===== src/rtl/learn_cycle_sequencer.sv =====
// Steps one decision cycle through stages 0..N_STAGES-1 (en, start, wait for done); 2 cycles + stage run time per stage, plus 1 FIN cycle.
// Holds in WAIT until the current stage reports done; the shared write port follows the current stage. `LCS_WATCHDOG_EN adds a per-stage timeout abort.
module learn_cycle_sequencer #(
  parameter  int N_STAGES = 4,
  parameter  int ADDR_W   = 11,
  parameter  int DATA_W   = 16,
  parameter  int TIMEOUT  = 255,
  localparam int CUR_W    = (N_STAGES > 1) ? $clog2(N_STAGES) : 1
) (
  input  logic                       clock,
  input  logic                       nrst,
  input  logic                       go_i,
  input  logic [N_STAGES-1:0]        stg_done_i,
  input  logic [N_STAGES-1:0]        stg_wr_en_i,
  input  logic [N_STAGES*ADDR_W-1:0] stg_addr_i,
  input  logic [N_STAGES*DATA_W-1:0] stg_data_i,
  output logic [N_STAGES-1:0]        stg_en_o,
  output logic [N_STAGES-1:0]        stg_start_o,
  output logic                       mem_wr_en_o,
  output logic [ADDR_W-1:0]          mem_addr_o,
  output logic [DATA_W-1:0]          mem_data_o,
  output logic                       busy_o,
  output logic                       cycle_done_o,
  output logic                       timeout_err_o,
  output logic [CUR_W-1:0]           err_stage_o
);

  localparam logic [2:0] S_IDLE = 3'd0;
  localparam logic [2:0] S_ARM  = 3'd1;
  localparam logic [2:0] S_KICK = 3'd2;
  localparam logic [2:0] S_WAIT = 3'd3;
  localparam logic [2:0] S_FIN  = 3'd4;

  localparam logic [CUR_W-1:0] LAST_STG = CUR_W'(N_STAGES - 1);

  if (TIMEOUT < 1) begin : g_bad_timeout
    $error("learn_cycle_sequencer: TIMEOUT must be at least 1");
  end

  logic [2:0]          state_q, state_d;
  logic [CUR_W-1:0]    cur_q, cur_d;
  logic [N_STAGES-1:0] stg_en_q, stg_en_d;
  logic [N_STAGES-1:0] stg_start_q, stg_start_d;
  logic                cycle_done_q, cycle_done_d;
  logic                cur_done;
  logic                cur_last;

`ifdef LCS_WATCHDOG_EN
  localparam int WDOG_W = ($clog2(TIMEOUT + 1) > 8) ? $clog2(TIMEOUT + 1) : 8;
  localparam logic [WDOG_W-1:0] WDOG_LIMIT = WDOG_W'(TIMEOUT);

  logic [WDOG_W-1:0] wdog_q, wdog_d;
  logic              terr_q, terr_d;
  logic [CUR_W-1:0]  estage_q, estage_d;
`endif

  function automatic logic [N_STAGES-1:0] onehot(input logic [CUR_W-1:0] idx);
    onehot      = '0;
    onehot[idx] = 1'b1;
  endfunction

  assign cur_done = stg_done_i[cur_q];
  assign cur_last = (cur_q == LAST_STG);

  always_comb begin
    state_d      = state_q;
    cur_d        = cur_q;
    stg_en_d     = '0;
    stg_start_d  = '0;
    cycle_done_d = 1'b0;
`ifdef LCS_WATCHDOG_EN
    wdog_d       = wdog_q;
    terr_d       = terr_q;
    estage_d     = estage_q;
`endif
    case (state_q)
      S_IDLE: begin
        if (go_i) begin
          state_d  = S_ARM;
          cur_d    = '0;
          stg_en_d = onehot('0);
`ifdef LCS_WATCHDOG_EN
          terr_d   = 1'b0;
          estage_d = '0;
`endif
        end
      end
      S_ARM: begin
        state_d     = S_KICK;
        stg_start_d = onehot(cur_q);
      end
      S_KICK: begin
        state_d = S_WAIT;
`ifdef LCS_WATCHDOG_EN
        wdog_d  = '0;
`endif
      end
      S_WAIT: begin
        // done is only trusted here: a stage's done from its previous run is dropped by its en
        if (cur_done) begin
          if (cur_last) begin
            state_d      = S_FIN;
            cycle_done_d = 1'b1;
          end else begin
            state_d  = S_ARM;
            cur_d    = cur_q + CUR_W'(1);
            stg_en_d = onehot(cur_q + CUR_W'(1));
          end
        end
`ifdef LCS_WATCHDOG_EN
        else if (wdog_q == WDOG_LIMIT) begin
          state_d      = S_FIN;
          cycle_done_d = 1'b1;
          terr_d       = 1'b1;
          estage_d     = cur_q;
        end else begin
          wdog_d = wdog_q + WDOG_W'(1);
        end
`endif
      end
      S_FIN: begin
        state_d = S_IDLE;
        cur_d   = '0;
      end
      default: begin
        state_d = S_IDLE;
        cur_d   = '0;
      end
    endcase
  end

  always_ff @(posedge clock) begin
    if (nrst) begin
      state_q      <= S_IDLE;
      cur_q        <= '0;
      stg_en_q     <= '0;
      stg_start_q  <= '0;
      cycle_done_q <= 1'b0;
    end else begin
      state_q      <= state_d;
      cur_q        <= cur_d;
      stg_en_q     <= stg_en_d;
      stg_start_q  <= stg_start_d;
      cycle_done_q <= cycle_done_d;
    end
  end

`ifdef LCS_WATCHDOG_EN
  always_ff @(posedge clock) begin
    if (nrst) begin
      wdog_q   <= '0;
      terr_q   <= 1'b0;
      estage_q <= '0;
    end else begin
      wdog_q   <= wdog_d;
      terr_q   <= terr_d;
      estage_q <= estage_d;
    end
  end

  assign timeout_err_o = terr_q;
  assign err_stage_o   = estage_q;
`else
  assign timeout_err_o = 1'b0;
  assign err_stage_o   = '0;
`endif

  // Writes from any stage other than cur are dropped, never buffered.
  always_comb begin
    mem_wr_en_o = 1'b0;
    mem_addr_o  = '0;
    mem_data_o  = '0;
    if (state_q == S_KICK || state_q == S_WAIT) begin
      mem_wr_en_o = stg_wr_en_i[cur_q];
      mem_addr_o  = stg_addr_i[cur_q*ADDR_W +: ADDR_W];
      mem_data_o  = stg_data_i[cur_q*DATA_W +: DATA_W];
    end
  end

  assign stg_en_o     = stg_en_q;
  assign stg_start_o  = stg_start_q;
  assign cycle_done_o = cycle_done_q;
  assign busy_o       = (state_q != S_IDLE);

  a_en_start_excl: assert property (@(posedge clock) disable iff (nrst)
    !((|stg_en_q) && (|stg_start_q)));
  a_pulse_onehot: assert property (@(posedge clock) disable iff (nrst)
    $onehot0(stg_en_q) && $onehot0(stg_start_q));

endmodule


===== config.mk =====
export PLATFORM = sky130hd
export DESIGN_NAME = learn_cycle_sequencer
export DESIGN_NICKNAME = d
export VERILOG_FILES = /design/src/rtl/learn_cycle_sequencer.sv
export SDC_FILE = /design/constraint.sdc
export NUM_CORES = 1
export LEC_CHECK = 0
export ABC_CLOCK_PERIOD_IN_PS = 2300
export CAP_MARGIN = 20
export CORE_MARGIN = 2
export CORE_UTILIZATION = 29
export DETAILED_ROUTE_END_ITERATION = 7
export GPL_TIMING_DRIVEN = 0
export PLACE_DENSITY = 0.83
export SLEW_MARGIN = 25
export SYNTH_ARGS = -nofsm -noshare
export SYNTH_HDL_FRONTEND = slang
export SYNTH_SLANG_ARGS = --single-unit

===== constraint.sdc =====
create_clock -name clock -period 2.3 [get_ports clock]
set_input_delay 0.575 -clock clock [delete_from_list [all_inputs] [get_ports clock]]
set_output_delay 0.575 -clock clock [all_outputs]
set_load 0.01 [all_outputs]

==> results of run 1 <==
-- state kept, by name, summed over array words and instances, names as in the netlist --
name          count
stg_en_o          4
stg_start_o       4
state_q           3
cur_q             2
cycle_done_o      1
-- cell type report --
class,instances,area share
buffer,13,0.0401
clock buffer,4,0.0155
inverter,2,0.00211
multi-input combinational,96,0.349
sequential,14,0.0799
tap,70,0.0246
timing repair buffer,161,0.489
-- timing repair --
action	4_1_cts	5_1_grt
gates cloned	0	2
setup endpoints to repair	28	28
gates resized for setup	137	109
setup buffers	1	2
-- layer usage --
metal  part of all wire  vias up  GRT usage
met4              0.011        0     0.0351
met1               0.33      812      0.187
li1                   -      801          -
met3               0.11        7     0.0608
met5                  0        -          0
met2               0.54      109      0.337
-- placed cells by master, fill, tap and decap left out, drive strengths merged, types with 2 or more instances in the layout --
cell	synthesis	final
a31oi	2	2
and2	9	9
buf	10	42
clkbuf	5	8
clkdlybuf4s50	0	57
conb	1	3
dfxtp	14	14
dlygate4sd2	0	9
dlymetal6s2s	0	62
ha	5	5
inv	2	2
mux2i	3	3
mux4	29	29
nand2b	2	2
nor2b	28	28
nor3	2	2
-- power breakdown --
group / switching [uW] / internal [uW] / leakage, uW
Sequential: 8.30 / 248 / 0.000114
Clock: 86.8 / 152 / 0.0000288
Combinational: 126 / 293 / 0.00173
Total: 221 / 692 / 0.00188
-- metrics by stage --
step	hold WS, ns	setup TNS (ns)	util
finish	0.519	-0.00662	0.710
global route	0.537	-0.0290	0.710
CTS	0.503	0	0.618
detailed placement	0.486	-10.03	0.627
global placement	0.484	-9.62	0.627
floorplan	0.449	0	-
-- kinds of logic after synthesis --
| group | synth area share |
|---|---|
| AO/OA/AOI/OAI | 0.0278 |
| adder cells (fa/ha/maj) | 0.0421 |
| buffers and inverters | 0.0682 |
| flip-flops | 0.189 |
| multiplexers | 0.460 |
| other | 0.00252 |
| AND/OR/NAND/NOR | 0.211 |
-- how the worst max path moves through the flow --
stage	from	to	slack, ns	depth (start not counted)
floorplan	cur_q[0]$_SDFFE_PP0P_	mem_addr_o[0]	0.38	4
global placement	stg_addr_i[22]	mem_addr_o[0]	-0.37	4
detailed placement	cur_q[1]$_SDFFE_PP0P_	mem_addr_o[8]	-0.39	5
CTS	stg_data_i[37]	mem_data_o[5]	0.0008	4
global route	stg_data_i[45]	mem_data_o[13]	-0.02	4
finish	stg_data_i[45]	mem_data_o[13]	-0.007	4
==> results_dict.tcl, run 1 <==
set metrics [dict create \
    io_buffers 156 \
    grt_pass1_wl_mm 7.61 \
    cp-end-kind "output port" \
    grt_antenna_before_repair 0 \
    synth_edf_count 0 \
    async_flop_share 0 \
    crit_path_cell_trace "clkdlybuf4s50_1 -> mux4_2 -> nor2b_1 -> buf_2" \
    syn_area_mm2 0.00149 \
    synth_top_area_cell "mux4_2" \
    syn_to_final_growth_pct 139 \
    synthTopCellsByArea "mux4_2 (44%), dfxtp_1 (19%), nor2b_1 (12%)" \
    avgRoutedWirePerCell_um 16.1 \
    clk_pin_slew_worst_paths_ns 0.06 \
    die_h_um 75.6 \
    drcViolationCount 0 \
    clock_latency_ns 0.25 \
    drtIter0Drc 47 \
    cts_tree "done" \
    crit_fanout 1 \
    cts_htree_levels 1 \
    synthCells 125 \
    dieWidth_um 75.6 \
    grt_usage 0.177 \
    nets 415 \
    ir_drop_v 0.000174 \
    critPathLaunchType "input port" \
    critPathMaxStageDelay_ns 0.45 \
    arrival_ns 1.73 \
    outcome "finished with violations" \
    multiInputGateArea_mm2 0.00124 \
    start_util 0.297 \
    n_fill_cell 369 \
    cts_root_buffer "clkbuf_8" \
    clock_path_buffers 2 \
    grt_pass1_vias 1698 \
    slowest_stage "mux4_2" \
    dpl-instance-area_mm2 0.00314 \
    power_uw 913 \
    setup_viol 1 \
    cellPowerDensity_mw_per_mm2 257 \
    worstHoldPathCells 1 \
    die_area_mm2 0.00571 \
    hold_class "register to register" \
    design_area_mm2 0.00355 \
    fp-row-count 26 \
    gr-total-overflow 0 \
    numClockSinks 14 \
    yosys.area.top_type_share 0.439 \
    hold_start "state_q[2]$_SDFFE_PP0P_" \
    regArea_um2 284 \
    synth_common_cells "mux4_2 (29), nor2b_1 (28), dfxtp_1 (14)" \
    reg2reg_from "cur_q[0]$_SDFFE_PP0P_" \
    worstPathRequired_ns 1.73 \
    ant_nets 0 \
    fmax_mhz 434 \
    viasPerCell 4.80 \
    period_minus_slack_ns 2.31 \
    p_leak_uw 0.00188 \
    final_hold_viol_count 0 \
    ios 160 \
    cap_violations 0 \
    wl_mm 5.79 \
    coreArea_mm2 0.00501 \
    clock_skew_ns 0.00263 \
    rsz0062_at_grt "true" \
    drt_first_pass_iters 4 \
    crit_buf_inv 2 \
    yosys_warnings 0 \
    drive_gt1_frac 0.341 \
    synth_cell_type_count 28 \
    crit_family "buffers and inverters" \
    violations "setup timing" \
    yosysSeqAreaShare 0.189 \
    place_ws_ns -0.391 \
    setup_slack_ns -0.00662 \
    cts_buffers 3 \
    path_class "input port to output port" \
    synthFlopType "dfxtp_1" \
    grt_max_degree 11 \
    hold_buffers 0 \
    avgSynthCellArea_um2 11.9 \
    diodes 0 \
    whs_endpoint "stg_en_o[0]$_SDFF_PP0_" \
    finalCritPeriodShare 1.00 \
    vias 1729 \
    dp_hpwl_mm 4.79 \
    dp.cells 353 \
    gp_congestion 0.755 \
    r2r_cells 5 \
    timing.rr.end "stg_en_o[3]$_SDFF_PP0_" \
    slew_violations 0 \
    finalNonFillerCells 360 \
    synth_seq_cells 14 \
    r2r_slack_ns 0.68 \
    yosysMostFrequentCell "mux4_2" \
]
Power figures use the tool's default switching activity.
==> inputs of run 2 (changes only) <==
SETUP_SLACK_MARGIN = 0.4   (was default)
==> results_dict.tcl, run 2 (synthesized netlist as in run 1, its figures left out) <==
set metrics [dict create \
    final_hold_viol_count 0 \
    gr-total-overflow 0 \
    final_util 0.636 \
    drtIter0Drc 33 \
    outcome "finished clean" \
    clk_pin_slew_worst_paths_ns 0.06 \
    grt_max_degree 11 \
    wl_mm 5.47 \
    final_cell_mix "dlygate4sd2_1 (112), mux4_2 (29), buf_2 (21), nor2b_1 (20), clkdlybuf4s50_1 (15)" \
    setup_viol 0 \
    clock_latency_ns 0.24 \
    worstPathRequired_ns 1.73 \
    die_area_mm2 0.00571 \
    grt_usage 0.176 \
    finalNonFillerCells 363 \
    vias 1696 \
    path_class "register to output port" \
    cellPowerDensity_mw_per_mm2 264 \
    n_fill_cell 484 \
    dieWidth_um 75.6 \
    grt_antenna_before_repair 0 \
    avgRoutedWirePerCell_um 15.1 \
    drive_gt1_frac 0.321 \
    clock_path_buffers 2 \
    crit_fanout 6 \
    cts_root_buffer "clkbuf_8" \
    cts_buffers 3 \
    cap_violations 0 \
    ir_drop_v 0.000223 \
    grt_pass1_vias 1701 \
    clock_skew_ns 0.00303 \
    arrival_ns 1.66 \
    dp.cells 353 \
    nets 418 \
    p_leak_uw 0.00142 \
    diodes 0 \
    gp_congestion 0.747 \
    start_util 0.297 \
    cts_tree "done" \
    drcViolationCount 0 \
    finalCritPeriodShare 0.973 \
    critPathLaunchType "register" \
    ios 160 \
    slew_violations 0 \
    viasPerCell 4.67 \
    cp-end-kind "output port" \
    grt_pass1_wl_mm 7.69 \
    holdWs_ns 0.490 \
    period_minus_slack_ns 2.24 \
    drt_first_pass_iters 3 \
    ant_nets 0 \
    cts_htree_levels 1 \
    final_common_cell "dlygate4sd2_1" \
    numClockSinks 14 \
    dp_hpwl_mm 4.60 \
    hold_buffers 0 \
    fmax_mhz 447 \
    power_uw 840 \
    syn_to_final_growth_pct 114 \
    fp-row-count 26 \
    die_h_um 75.6 \
    coreArea_mm2 0.00501 \
    hold_class "register to register" \
    io_buffers 156 \
    rsz0062_at_grt "true" \
]
[run 2: cell count changes in the layout (fill, tap and decap cells not counted), sizes merged]
cell | before | now
dlygate4sd2 | 9 | 112
clkdlybuf4s50 | 57 | 15
dlymetal6s2s | 62 | 0
clkbuf | 8 | 10
buf | 42 | 44
[run 2: cell type report]
class                   instances  area, um2  area share
plain buffers                  15        174      0.0546
clock buffers                   4       55.1      0.0173
inverters                       2       7.51     0.00236
multi-input cells              96       1170       0.368
flip-flops and latches         14        282      0.0883
well taps                      70       87.6      0.0275
repair buffers                162       1410       0.442
[run 2: routing by layer]
layer | track usage | part of all wire | vias to the layer above
met4 | 0.0351 | 0.0029 | 0
li1 | - | - | 806
met2 | 0.337 | 0.53 | 101
met1 | 0.197 | 0.35 | 787
met3 | 0.0423 | 0.11 | 2
met5 | 0 | 0 | -
[run 2: through the flow]
| stage | instance area [um2] | worst slack, ns | setup TNS, ns |
|---|---|---|---|
| 6_report | 3190 | 0.0618 | 0 |
| 5_1_grt | 3190 | 0.0230 | 0 |
| 4_1_cts | 3080 | 0.0354 | 0 |
| 3_5_place_dp | 3140 | -0.384 | -9.81 |
| 3_3_place_gp | 3140 | -0.359 | -9.42 |
| 2_1_floorplan | 1500 | 0.383 | 0 |
[run 2: power breakdown]
part	switching, uW	leakage (uW)	total [uW]	internal, uW
sequential	4.71	0.000114	254	249
combinational	119	0.00128	351	232
clock	84.1	0.0000288	236	152
[run 2: critical path, cell delays in order, from the launching register on]
cell       delay [ns]
dfxtp_2          0.35
buf_12           0.15
clkbuf_16        0.15
mux4_2           0.48
nor2b_1          0.14
buf_2            0.14
[run 2: worst paths after layout]
kind / endpoint / cells after the start / slack, ns / start
worst max-delay path: mem_data_o[14] / 5 / 0.06 / cur_q[0]$_SDFFE_PP0P_
worst min-delay path: stg_en_o[0]$_SDFF_PP0_ / 1 / 0.49 / state_q[2]$_SDFFE_PP0P_
worst max register to register: cycle_done_o$_SDFF_PP0_ / 5 / 0.65 / cur_q[0]$_SDFFE_PP0P_
worst min register to register: stg_en_o[0]$_SDFF_PP0_ / 1 / 0.49 / state_q[2]$_SDFFE_PP0P_
[run 2: timing repair]
| item | in CTS | in global routing |
|---|---|---|
| setup endpoints to repair | 29 | 29 |
| pin swaps | 0 | 0 |
| gates cloned | 1 | 1 |
| buffers inserted | 3 | 1 |
| resized for setup | 255 | 21 |
